$ cat src/rtl/adder_pkg.sv
// Shared constants and payload types for the full-adder family.
package adder_pkg;

    localparam int unsigned FA_MAX_WIDTH = 64;

    // Result of a single 1-bit full-adder cell: {carry, sum}.
    typedef struct packed {
        logic       carry;
        logic [0:0] sum;
    } fa_result_t;

endpackage : adder_pkg

$ cat src/rtl/full_adder_cell.sv
// Combinational 1-bit full adder; one link of the ripple-carry chain.
module full_adder_cell
    import adder_pkg::*;
(
    input  logic a,
    input  logic b,
    input  logic c_in,
    output logic s0,
    output logic c0
);

    fa_result_t res_c;

    // Sum is the three-way parity; carry propagates when exactly one operand is set.
    always_comb begin
        res_c.sum   = a ^ b ^ c_in;
        res_c.carry = (a & b) | (c_in & (a ^ b));
    end

    assign s0 = res_c.sum[0];
    assign c0 = res_c.carry;

endmodule : full_adder_cell

$ cat src/rtl/full_adder_unit.sv
// Registered ripple-carry adder: {c0, s0} = a + b + c_in, one cycle after in_valid.
module full_adder_unit
    import adder_pkg::*;
#(
    parameter int unsigned WIDTH = 1
) (
    input  logic             clk,
    input  logic             rst,
    input  logic             in_valid,
    input  logic [WIDTH-1:0] a,
    input  logic [WIDTH-1:0] b,
    input  logic             c_in,
    output logic [WIDTH-1:0] s0,
    output logic             c0,
    output logic             out_valid
);

    // Reject unsupported widths at elaboration.
    if (WIDTH < 1 || WIDTH > FA_MAX_WIDTH) begin : g_width_check
        $error("full_adder_unit: WIDTH out of range 1..FA_MAX_WIDTH");
    end

    logic [WIDTH:0]   carry_c;
    logic [WIDTH-1:0] sum_c;

    assign carry_c[0] = c_in;

    // Ripple chain: each cell's carry-out feeds the next cell's carry-in.
    for (genvar i = 0; i < int'(WIDTH); i++) begin : g_cell
        full_adder_cell u_cell (
            .a    (a[i]),
            .b    (b[i]),
            .c_in (carry_c[i]),
            .s0   (sum_c[i]),
            .c0   (carry_c[i+1])
        );
    end

    logic [WIDTH-1:0] s0_q, s0_d;
    logic             c0_q, c0_d;
    logic             out_valid_q, out_valid_d;

    // Load a new result on in_valid, otherwise hold; valid tracks in_valid.
    always_comb begin
        s0_d        = s0_q;
        c0_d        = c0_q;
        out_valid_d = in_valid;
        if (in_valid) begin
            s0_d = sum_c;
            c0_d = carry_c[WIDTH];
        end
    end

    // Output registers; reset wins over a same-edge operation.
    always_ff @(posedge clk) begin
        if (rst) begin
            s0_q        <= '0;
            c0_q        <= 1'b0;
            out_valid_q <= 1'b0;
        end else begin
            s0_q        <= s0_d;
            c0_q        <= c0_d;
            out_valid_q <= out_valid_d;
        end
    end

    assign s0        = s0_q;
    assign c0        = c0_q;
    assign out_valid = out_valid_q;

endmodule : full_adder_unit

$ cat config.mk
export PLATFORM = sky130hd
export DESIGN_NAME = full_adder_unit
export DESIGN_NICKNAME = d
export VERILOG_FILES = /design/src/rtl/adder_pkg.sv /design/src/rtl/full_adder_cell.sv /design/src/rtl/full_adder_unit.sv
export SDC_FILE = /design/constraint.sdc
export NUM_CORES = 1
export LEC_CHECK = 0
export ABC_AREA = 1
export BUFFER_PORTS_ARGS = -buffer_cell sky130_fd_sc_hd__buf_2
export CAP_MARGIN = 20
export CORE_AREA = 2 2 39 41
export DETAILED_ROUTE_END_ITERATION = 16
export DIE_AREA = 0 0 41 43
export PLACE_DENSITY = 0.3
export SLEW_MARGIN = 15
export SYNTH_ARGS = -nofsm -noshare
export SYNTH_HDL_FRONTEND = slang
export SYNTH_HIERARCHICAL = 1
export SYNTH_SLANG_ARGS = --single-unit
$ cat constraint.sdc
create_clock -name clk -period 0.8 [get_ports clk]
set_input_delay 0.08 -clock clk [delete_from_list [all_inputs] [get_ports clk]]
set_output_delay 0.08 -clock clk [all_outputs]
set_load 0.01 [all_outputs]
==> results.md <==
* Worst Tran Pin Value at 0.0880 ns
* Netlist cell types at 5
* Routed vias at 137
* P per Cell Area at 2210 mW/mm^2
* DIE AREA at 0.00176 sq mm
* Switching power at 110 uW
* Setup bufs post-CTS at 0
* Row count at 14
* Setup violators final at 0
* Diode count at 0
* Number of gates resized after CTS at 0
* Longest Clk Path Bufs at 2
* Worst path slowest cell: dfxtp_1
* Worst skew pair latency at 0.23 ns
* Register area share after synthesis at 46.6%
* Post-Syn Area at 129 sq um
* Total nets after synthesis at 24
* Clock Skews at 0 ns
* Vias/cell at 3.04
* CP peak stage delay at 0.31 ns
* Avg WL per Cell at 6.93 microns
* Remaining Overflow, GRT at 0
* DRT Pass-1 Iters at 2
* P_leak at 0.000126 uW
* Ys flop type: dfxtp_1
* Crit path buffers/inverters at 1
* Xor/xnor share of the synthesized area at 0%
* CP required at 0.72 ns
* Die height at 43 microns
* CTS Hold Buffers Added at 0
* Pint at 381 uW
* Cells after synthesis at 17
* Max FO, Critical Path at 2
* Synth area leaders: dfxtp_1 (47%), fa_1 (16%), nor2_1 (15%), inv_1 (12%), nand2_1 (12%)
* Tot Pwr at 491 uW
* Layout cells sized above 1 at 41.4%
* Net Sw Frac at 22.5%
* Total wire length at 312 microns
* Compound-Gate Fraction of Synth Area at 0%
* Residual DRC count at 0
* Comb pwr share at 13.4%
* Count leader, synth: nor2_1
* Dpl ws at -0.196 ns
* Asr flop ratio synth at 0%
* Avg Cell Area, Syn at 7.58 sq um
* DP Wirelength at 238 microns
* Seq pwr share at 33.7%
* IO Port Bufs at 8
* Synth Area in Simple Gates at 26.2%
* RSZ-0062 raised after global routing: true
* Final period utilization at 93.3%
* Starting Density at 9.31%
* Syn. warnings at 6
* Fin crit period at 0.746 ns
* Synth Register Bits at 3
* Final hold viol count at 0
* First-pass GRT wire length at 531 microns
* Clock root buffer: clkbuf_4
* Total track usage at 5.12%
* Antenna violations before repair at 0
* Crit-path cells: buf_2
* Setup TNS Final at 0 ns
* Setup Crit Path Kind: reg2out
* Synth Area in Adders at 15.5%
* Grt peak-use layer: met2
* Top cell type's share of synthesized area at 46.6%
* CTS tree: built
* Final slew viol count at 0
* Iter 0 DRT Violations at 3
* Core Footprint at 0.00138 sq mm
* Final GP Congestion at 0.580
* Main combinational cell family by area after synthesis: simple AND/OR/NAND/NOR gates
* Layout filler cell count at 161
* Post-synthesis mux area share at 0%
* Status: completed
* # clock sinks at 3
* GR met3 Demand/Resource at 1.57%
* Register area at 61.3 sq um
* GR Layer Usage met2 at 8.13%
* Multi-input logic area at 53.8 sq um
* Synth-to-Final Area Change at 72.8%
* GR Util met1 at 3.22%
* Worst Hold Class: in2reg
* Post-DRT Antenna Nets at 0
* Fin util at 16.1%
* Largest net degree at the start of global routing at 6
* Worst VDD drop at 0.334 mV
* Worst-path clk slew at 0.04 ns
* WP data arrival at 0.67 ns
* Type of origin of the critical path: flop
* Top cells by count, synth: nor2_1 (5), inv_1 (4), nand2_1 (4), dfxtp_1 (3), fa_1 (1)
* Cell taking the most area after synthesis: dfxtp_1
* Rel. slew slack at 94.1%
* EDFF count, synth at 0
* Num CTS Buffers at 3
* Top Ports at 9
* Top delay family on crit path: flip-flops
* Hold slack at 0.0357 ns
* Fin worst setup slack at 0.0539 ns
* MaxCap Viol Count at 0
* Crit end category: output pin
* Max Clock Freq at 1340 MHz
* DIE WIDTH at 41 microns
* Vias in the first global route at 158
* H-Tree Depth at 1
* Clock Power Share at 52.8%
* Final nets at 37
==> registers in the layout (all words and copies together) (netlist names) <==
| signal | count |
|---|---|
| s0 | 1 |
| out_valid | 1 |
| c0 | 1 |
==> area by class of cell <==
type / count / area share, %
tap: 16 / 8.99
sequential: 3 / 27.5
timing repair buffer: 8 / 20.8
clock buffer: 4 / 11.8
multi-input combinational: 10 / 24.2
inverter: 4 / 6.74
==> metal layers <==
metal | part of all wire, % | vias to the layer above
met4 | 0 | 0
li1 | - | 70
met2 | 73 | 3
met5 | 0 | -
met1 | 23 | 64
met3 | 3.5 | 0
==> per-stage QoR <==
stage	std cells	instance area, sq um
4_1_cts	45	215
2_1_floorplan	17	129
6_report	45	223
5_1_grt	45	223
3_3_place_gp	41	189
3_5_place_dp	41	189
==> cell usage in the layout (no fill, tap or decap) <==
| cell | n |
|---|---|
| buf_2 | 7 |
| buf_6 | 1 |
| clkbuf_1 | 1 |
| clkbuf_4 | 3 |
| dfxtp_1 | 2 |
| dfxtp_2 | 1 |
| fa_1 | 1 |
| inv_1 | 4 |
| nand2_1 | 4 |
| nor2_1 | 5 |
==> path summary, 6_finish.rpt <==
check,to,startpoint,slack [ns],cells past startpoint
hold / removal,out_valid,rst,0.04,2
setup / recovery,s0,s0,0.05,1
hold reg to reg,c0,c0,0.47,2
setup reg to reg,c0,c0,0.25,2
==> logic make-up after synthesis <==
family        Yosys count
simple gates            9
buf+inv                 4
flops                   3
fa+ha+maj               1
==> power groups by stage <==
| stage | sequential, uW | clock, uW | combinational (uW) |
|---|---|---|---|
| 6_report | 166 | 260 | 66.0 |
| 5_1_grt | 167 | 293 | 77.4 |
| 4_1_cts | 165 | 269 | 65.0 |
| 3_5_place_dp | 167 | 0 | 64.3 |
| 3_3_place_gp | 168 | 0 | 62.5 |
| 2_1_floorplan | 174 | 0 | 24.5 |
No activity file was read; power rests on OpenSTA's default activity.
